[src/rtl/conv_row_scheduler_pkg.sv]
// rtl/conv_row_scheduler_pkg.sv - shared state type, field indices and ceil helper
package conv_row_scheduler_pkg;

   typedef enum logic [2:0] {
      IDLE,
      WAIT_BANK,
      ISSUE,
      SWITCH,
      FINISH
   } state_e;

   localparam int ROW_IDX = 2;
   localparam int COL_IDX = 1;
   localparam int CH_IDX  = 0;

   // Rounds a up to the next multiple of b.
   function automatic int ceil(input int a, input int b);
      return ((a + b - 1) / b) * b;
   endfunction

endpackage

[src/rtl/conv_row_scheduler_if.sv]
// rtl/conv_row_scheduler_if.sv - handshake bundle between row scheduler and its controller
interface conv_row_scheduler_if #(
   parameter int ROW_WIDTH = 10
) ();

   logic                      start;
   logic                      row_loaded;
   logic                      row_ready;
   logic [2:0][ROW_WIDTH-1:0] R_C_Channel;
   logic                      row_valid;
   logic                      row_RAM_switch;
   logic                      busy;
   logic                      done;

   modport master (
      output start, row_loaded, row_ready,
      input  R_C_Channel, row_valid, row_RAM_switch, busy, done
   );

   modport slave (
      input  start, row_loaded, row_ready,
      output R_C_Channel, row_valid, row_RAM_switch, busy, done
   );

endinterface

[src/rtl/conv_row_scheduler_rcc_counter.sv]
// rtl/conv_row_scheduler_rcc_counter.sv - nested row/tile/channel wrapping counter
module rcc_counter #(
   parameter int W      = 10,
   parameter int CH_N   = 64,
   parameter int TILE_N = 2,
   parameter int ROW_N  = 56
) (
   input  logic         clk,
   input  logic         rst,
   input  logic         clear,
   input  logic         adv_inner,
   input  logic         adv_row,
   output logic [W-1:0] row,
   output logic [W-1:0] tile,
   output logic [W-1:0] ch,
   output logic         inner_last,
   output logic         row_last
);

   localparam logic [W-1:0] CH_LAST   = W'(CH_N - 1);
   localparam logic [W-1:0] TILE_LAST = W'(TILE_N - 1);
   localparam logic [W-1:0] ROW_LAST  = W'(ROW_N - 1);

   logic [W-1:0] row_d, row_q;
   logic [W-1:0] tile_d, tile_q;
   logic [W-1:0] ch_d, ch_q;

   always_comb begin
      row_d  = row_q;
      tile_d = tile_q;
      ch_d   = ch_q;
      if (clear) begin
         row_d  = '0;
         tile_d = '0;
         ch_d   = '0;
      end else begin
         // Channel is the fastest digit; a channel wrap carries into the tile.
         if (adv_inner) begin
            if (ch_q == CH_LAST) begin
               ch_d   = '0;
               tile_d = (tile_q == TILE_LAST) ? '0 : tile_q + 1'b1;
            end else begin
               ch_d = ch_q + 1'b1;
            end
         end
         if (adv_row) begin
            row_d = (row_q == ROW_LAST) ? '0 : row_q + 1'b1;
         end
      end
   end

   always_ff @(posedge clk) begin
      if (rst) begin
         row_q  <= '0;
         tile_q <= '0;
         ch_q   <= '0;
      end else begin
         row_q  <= row_d;
         tile_q <= tile_d;
         ch_q   <= ch_d;
      end
   end

   assign row        = row_q;
   assign tile       = tile_q;
   assign ch         = ch_q;
   assign inner_last = (ch_q == CH_LAST) && (tile_q == TILE_LAST);
   assign row_last   = (row_q == ROW_LAST);

endmodule

[src/rtl/conv_row_scheduler.sv]
// rtl/conv_row_scheduler.sv - walks output rows, column tiles and channels for one conv layer
module conv_row_scheduler
   import conv_row_scheduler_pkg::*;
#(
   parameter int REAL_HOUT = 56,
   parameter int NEXT_Iw   = 45,
   parameter int NEXT_C    = 64,
   parameter int ROW_WIDTH = 10
) (
   input  logic                 clk,
   input  logic                 rstn,
   conv_row_scheduler_if.slave  bus
);

   localparam int COL_TILES = ceil(REAL_HOUT, NEXT_Iw) / NEXT_Iw;
   localparam logic [ROW_WIDTH-1:0] IW_W = ROW_WIDTH'(NEXT_Iw);

   state_e state_d, state_q;

   logic                 cnt_clear;
   logic                 adv_inner;
   logic                 adv_row;
   logic                 inner_last;
   logic                 row_last;
   logic [ROW_WIDTH-1:0] row_cnt;
   logic [ROW_WIDTH-1:0] tile_cnt;
   logic [ROW_WIDTH-1:0] ch_cnt;

   rcc_counter #(
      .W      (ROW_WIDTH),
      .CH_N   (NEXT_C),
      .TILE_N (COL_TILES),
      .ROW_N  (REAL_HOUT)
   ) u_rcc_counter (
      .clk        (clk),
      .rst        (rstn),
      .clear      (cnt_clear),
      .adv_inner  (adv_inner),
      .adv_row    (adv_row),
      .row        (row_cnt),
      .tile       (tile_cnt),
      .ch         (ch_cnt),
      .inner_last (inner_last),
      .row_last   (row_last)
   );

   always_ff @(posedge clk) begin
      if (rstn) begin
         state_q <= IDLE;
      end else begin
         state_q <= state_d;
      end
   end

   always_comb begin
      state_d            = state_q;
      cnt_clear          = 1'b0;
      adv_inner          = 1'b0;
      adv_row            = 1'b0;
      bus.row_valid      = 1'b0;
      bus.row_RAM_switch = 1'b0;
      bus.done           = 1'b0;
      unique case (state_q)
         IDLE: begin
            if (bus.start) begin
               cnt_clear = 1'b1;
               state_d   = WAIT_BANK;
            end
         end
         WAIT_BANK: begin
            if (bus.row_loaded) begin
               state_d = ISSUE;
            end
         end
         ISSUE: begin
            bus.row_valid = 1'b1;
            if (bus.row_ready) begin
               adv_inner = 1'b1;
               if (inner_last) begin
                  state_d = SWITCH;
               end
            end
         end
         SWITCH: begin
            bus.row_RAM_switch = 1'b1;
            if (row_last) begin
               state_d = FINISH;
            end else begin
               adv_row = 1'b1;
               state_d = WAIT_BANK;
            end
         end
         FINISH: begin
            bus.done = 1'b1;
            state_d  = IDLE;
         end
         default: begin
            state_d = IDLE;
         end
      endcase
   end

   assign bus.busy = (state_q != IDLE);

   always_comb begin
      bus.R_C_Channel          = '0;
      bus.R_C_Channel[ROW_IDX] = row_cnt;
      bus.R_C_Channel[COL_IDX] = tile_cnt * IW_W;
      bus.R_C_Channel[CH_IDX]  = ch_cnt;
   end

endmodule

[src/flat_wrapper.sv]
// flat-port wrapper written by rule: the top's interface ports become plain ports
module conv_row_scheduler_flat import conv_row_scheduler_pkg::*;
#(
   parameter int REAL_HOUT = 56,
   parameter int NEXT_Iw   = 45,
   parameter int NEXT_C    = 64,
   parameter int ROW_WIDTH = 10
)
  (clk, rstn, bus_start, bus_row_loaded, bus_row_ready, bus_R_C_Channel, bus_row_valid, bus_row_RAM_switch, bus_busy, bus_done);
  conv_row_scheduler_if #(.ROW_WIDTH(ROW_WIDTH)) bus_i ();
  input  logic clk;
  input  logic rstn;
  input wire logic [$bits(bus_i.start)-1:0] bus_start;
  input wire logic [$bits(bus_i.row_loaded)-1:0] bus_row_loaded;
  input wire logic [$bits(bus_i.row_ready)-1:0] bus_row_ready;
  output wire logic [$bits(bus_i.R_C_Channel)-1:0] bus_R_C_Channel;
  output wire logic [$bits(bus_i.row_valid)-1:0] bus_row_valid;
  output wire logic [$bits(bus_i.row_RAM_switch)-1:0] bus_row_RAM_switch;
  output wire logic [$bits(bus_i.busy)-1:0] bus_busy;
  output wire logic [$bits(bus_i.done)-1:0] bus_done;
  assign bus_i.start = bus_start;
  assign bus_i.row_loaded = bus_row_loaded;
  assign bus_i.row_ready = bus_row_ready;
  assign bus_R_C_Channel = bus_i.R_C_Channel;
  assign bus_row_valid = bus_i.row_valid;
  assign bus_row_RAM_switch = bus_i.row_RAM_switch;
  assign bus_busy = bus_i.busy;
  assign bus_done = bus_i.done;
  conv_row_scheduler #(.REAL_HOUT(REAL_HOUT), .NEXT_Iw(NEXT_Iw), .NEXT_C(NEXT_C), .ROW_WIDTH(ROW_WIDTH)) u_core (.clk(clk), .rstn(rstn), .bus(bus_i));
endmodule
[config.mk]
export PLATFORM = sky130hd
export DESIGN_NAME = conv_row_scheduler_flat
export DESIGN_NICKNAME = d
export VERILOG_FILES = /design/src/rtl/conv_row_scheduler_pkg.sv /design/src/rtl/conv_row_scheduler_if.sv /design/src/rtl/conv_row_scheduler_rcc_counter.sv /design/src/rtl/conv_row_scheduler.sv /design/src/flat_wrapper.sv
export SDC_FILE = /design/constraint.sdc
export NUM_CORES = 1
export LEC_CHECK = 0
export ABC_CLOCK_PERIOD_IN_PS = 2800
export CORE_MARGIN = 5
export CORE_UTILIZATION = 35
export CTS_CLUSTER_SIZE = 12
export DETAILED_ROUTE_END_ITERATION = 10
export HOLD_SLACK_MARGIN = 0.02
export PLACE_DENSITY_LB_ADDON = 0.05
export SLEW_MARGIN = 10
export SYNTH_ARGS = -nofsm -noshare
export SYNTH_HDL_FRONTEND = slang
export SYNTH_SLANG_ARGS = --single-unit
[constraint.sdc]
create_clock -name clk -period 2.8 [get_ports clk]
set_input_delay 0.28 -clock clk [delete_from_list [all_inputs] [get_ports clk]]
set_output_delay 0.28 -clock clk [all_outputs]
set_load 0.005 [all_outputs]
**After elaboration in Yosys (flattened, before gate mapping)**

Index checks and enable logic that the tools add are counted.

- Bits of input ports: 5
- Logic and storage cells: 43
- Output and inout port bits: 34
- Bits in registers: 33

- Muxes and demuxes: 18
- $add $sub $neg: 3
- Equality and inequality tests: 11
- Reduce and logical (&&, ||, !) cells: 6
- Multiply operators: 1

Operator list:

| cell | number |
|---|---|
| adder 10 x 1 -> 10 bit, second input constant | 3 |
| two-way mux 10 bit | 3 |
| == test 10 x 6 -> 1 bit, second input constant | 2 |
| two-way mux 3 bit | 5 |
| one-hot mux 3 bit (4 select lines) | 1 |
| == test 10 x 1 -> 1 bit, second input constant | 1 |
| multiplier 10 x 6 -> 10 bit, second input constant | 1 |
| two-way mux 1 bit | 9 |
| == test 3 x 2 -> 1 bit, second input constant | 2 |
| inequality test 2 bit, second input constant | 3 |
| AND reduction 4 bit | 1 |
| == test 3 x 1 -> 1 bit, second input constant | 1 |
| == test 3 bit, second input constant | 1 |
| logical NOT 3 bit | 1 |
| nonzero test 3 bit | 1 |
| inequality test 2 x 1 -> 1 bit, second input constant | 1 |
| AND reduction 2 bit | 1 |
| OR reduction 2 bit | 1 |
| logical AND 1 bit | 1 |

**Longest topological paths before layout**

- Depth after elaboration: 5
- Gate-level depth with buffers: 12
- Gate-level depth less buffers: 12

**Cells and area by module**

From an unflattened synthesis, not the netlist that was laid out.

- Cell total of the unflattened synthesis: 261
- Area total of the unflattened synthesis: 2,267.2 µm²

By module, submodules not included:

| module | cells each | area an instance (µm²) | times used |
|---|---|---|---|
| rcc_counter | 166 | 1,442.6 | 1 |
| conv_row_scheduler | 95 | 824.5 | 1 |

**Least setup slack after synthesis**

Ideal clock, no wire load.

- Path type: register to output
- Start: reg u_core.u_rcc_counter.tile_q[3], in the netlist u_core.u_rcc_counter.tile[3]
- End: out bus_R_C_Channel[19]
- Slack: -0.100 ns
- Cell stages (with the launch flop): 11
- Arrival: 2.620 ns
- Cell sequence: dfxtp_1 -> ha_1 -> inv_1 -> fa_1 -> fa_1 -> inv_1 -> ha_1 -> o21ai_0 -> o21bai_1 -> a21oi_1 -> xnor2_1

- Longest elaborated chain between the ends: 1

Ends and longest elaborated chain:

| item | RTL line | text |
|---|---|---|
| from (decl) | conv_row_scheduler_rcc_counter.sv:25 | `logic [W-1:0] tile_d, tile_q;` |
| from (signal assigned) | conv_row_scheduler_rcc_counter.sv:59 | `tile_q <= tile_d;` |
| multiplier 10 x 6 -> 10 bit | conv_row_scheduler.sv:108 | `bus.R_C_Channel[COL_IDX] = tile_cnt * IW_W;` |
| to (decl) | flat_wrapper.sv:16 | `output wire logic [$bits(bus_i.R_C_Channel)-1:0] bus_R_C_Channel;` |

Every way passes these cells.

**Worst setup path in the final report**

- Start: reg u_core.u_rcc_counter.tile_q[4], in the netlist u_core.u_rcc_counter.tile[4]
- End: out bus_R_C_Channel[19]

The elaborated chain is that of the path after synthesis.

==> flow_metrics.tcl <==
set metrics [dict create \
    io_pins 39 \
    power.density_nw_per_um2 305 \
    yosysTopAreaCell "dfxtp_1" \
    worst-slew-pin-transition_ps 665 \
    setup_viol 5 \
    grt_use_met3_pct 3.08 \
    drv_cap 0 \
    synth_ff_type "dfxtp_1" \
    slowest_delay_ps 500 \
    antenna_cells 0 \
    cp.arrival_ps 2810 \
    cts_sinks 33 \
    synthMostInstantiatedCell "inv_1" \
    clk_latency_ps 280 \
    grt_pass1_wl_um 8870 \
    routedWlPerCell_um 12.5 \
    crit_type "reg -> out" \
    io_buffer_count 38 \
    fin_crit_sh_pct 110 \
    row_count 29 \
    first_pass_iters 4 \
    synth_commonest_cells "inv_1 (34), dfxtp_1 (33), nor2_1 (22)" \
    area_delta_synth_final_pct 42.5 \
    nets 368 \
    end_kind "output port" \
    setup.worst_path.start_class "register" \
    finClkSkew_ps 6.96 \
    synth-edff-count 0 \
    grt_use_met1_pct 16.6 \
    antenna_found_initial 0 \
    grt.busiest_layer "met2" \
    h-tree-depth 2 \
    vias 1983 \
    cp_max_fo 3 \
    cts-root-buf "clkbuf_8" \
    grt_usage_pct 12.8 \
    slew-limit-headroom_pct 55.1 \
    path_cells "ha_4, inv_2, fa_1, fa_1, inv_2, ha_4, o21ai_1, o21bai_1, a21oi_2, xnor2_1, buf_2" \
    dpl_worst_slack_ps -559 \
    cts.clk_slew.worst_paths_ps 70 \
    finalHoldViolations 0 \
    drv_slew 0 \
    hpwlAfterDp_um 3880 \
    met2_usage_pct 21.1 \
    hold_slack_ps 500 \
    mappedNetlistArea_um2 2280 \
    totalNegativeSetupSlack_ps -887 \
    drt_iter0_drc 71 \
    violations "negative setup slack" \
    die-area_um2 8220 \
    fin_crit_ps 3090 \
    drcViolationCount 0 \
    async_flop_share_pct 0 \
    cts_tree "done" \
    rsz0062_at_grt "yes" \
    dieHeight_um 90.7 \
    syn_inst 271 \
    antenna_left 0 \
    syn-mean-instance-area_um2 8.40 \
    cts_buffer_depth 2 \
    ys_seq_area_share_pct 29.0 \
    cts_buffers 5 \
    status "complete, but fails checks" \
    vias_per_cell 4.81 \
    yosys_warnings 0 \
    yosysUniqueCellTypes 39 \
    wl_um 5150 \
    post-route-util_pct 51.1 \
    die_w_um 90.7 \
    worst_path_max_delay_cell "fa_1" \
    drive_above_1_share_pct 24.2 \
    crit_required_ps 2520 \
    p_leak_nw 1.22 \
    gr-total-overflow 0 \
    fmax_mhz 323 \
    synthesis.nets 305 \
    ys_seq_elements 33 \
    cts_hold_buf 0 \
    place_congestion 0.753 \
    grt_start_max_net_pins 16 \
    synthTopCellsByArea "dfxtp_1 (29%), ha_1 (11%), fa_1 (7.9%), xnor2_1 (6.2%), inv_1 (5.6%)" \
    ir_drop_uv 202 \
    fin_ws_ps -293 \
    start_util_pct 35.9 \
    grt_pass1_vias 1949 \
    synth.top_cell.area_share_pct 29.0 \
    core_um2 6350 \
    hp-class "reg -> reg" \
]
-- metrics by stage --
stage                     area (um2)  power [mW]  cells
after CTS                       3230        1.01    412
after floorplan                 2290       0.514    271
after global routing            3250        1.03    412
after global placement          2910       0.539    400
after detailed placement        2910       0.539    400
final                           3250       0.989    412
-- what timing repair did --
item | 4_1_cts | 5_1_grt
endpoints found under the setup margin | 6 | 5
gates cloned | 0 | 0
pin swaps | 18 | 6
buffers inserted | 4 | 0
gates resized for setup | 62 | 6
-- cell families (layout without fill, tap and decap cells) --
kind of cell	count (synthesis)	after routing	synth area share (%)
AO/OA/AOI/OAI	37	37	9.29
flip-flops	33	33	29.0
AND/OR/NAND/NOR	99	99	24.1
adder cells (fa/ha/maj)	29	29	18.9
multiplexers	2	2	0.879
buffers and inverters	45	109	7.86
XOR/XNOR	26	26	10.0
-- per-layer routing --
layer	part of all wire, %	vias to the layer above
met4	0.80	0
met5	0	-
met1	50	901
met3	2.9	4
met2	47	27
li1	-	1051
-- layout by cell type (no fill, tap or decap), drive strengths merged, types with 2 or more instances in the layout --
cell,n
nor3b,2
dfxtp,33
or3,13
xor2,10
and4,3
buf,34
nand4,9
and2,3
ha,20
nor2b,3
clkdlybuf4s50,32
fa,9
nor2,22
nand2,14
o21ai,12
nand3,9
a21oi,17
a21o,3
inv,34
clkbuf,7
nor4,7
xnor2,16
nor3,4
or4,4
mux2i,2
-- flip-flops by register name (all words and copies together) (netlist names) --
register and cells:
u_core.state_q 3, u_core.u_rcc_counter.tile 10, u_core.u_rcc_counter.row 10, u_core.u_rcc_counter.ch 10
-- final timing paths --
kind                                                   from  depth (start not counted)                                         to  slack (ps)
setup / recovery  u_core.u_rcc_counter.tile[4]$_SDFFE_PP0P_                         11                        bus_R_C_Channel[19]        -290
hold / removal      u_core.u_rcc_counter.ch[1]$_SDFFE_PP0P_                          2    u_core.u_rcc_counter.ch[1]$_SDFFE_PP0P_         500
setup reg to reg    u_core.u_rcc_counter.ch[6]$_SDFFE_PP0P_                          4  u_core.u_rcc_counter.tile[4]$_SDFFE_PP0P_         630
hold reg to reg     u_core.u_rcc_counter.ch[1]$_SDFFE_PP0P_                          2    u_core.u_rcc_counter.ch[1]$_SDFFE_PP0P_         500
-- final cells by class --
| class | instances | area, um2 |
|---|---|---|
| fill | 607 | 3100 |
| multi-input combinational | 193 | 1630 |
| sequential | 33 | 679 |
| timing repair buffer | 67 | 594 |
| inverter | 34 | 128 |
| tap | 77 | 96.3 |
| clock buffer | 7 | 86.3 |
| clock inverter | 1 | 30.0 |
-- worst max-delay path: cells and delay by family (launching register included) --
kind            cells  cell delay (ps)
fa+ha+maj           4             1520
flops               1              360
xor+xnor            1              130
compound gates      3              320
buf+inv             3              200
-- power by group --
group	internal [mW]	leakage (nW)	switching (mW)	total [mW]
Combinational	0.0229	0.888	0.0249	0.0479
Sequential	0.468	0.271	0.00686	0.475
Clock	0.290	0.0585	0.176	0.466
Total	0.781	1.22	0.208	0.989
(Power assumes the default switching activity.)
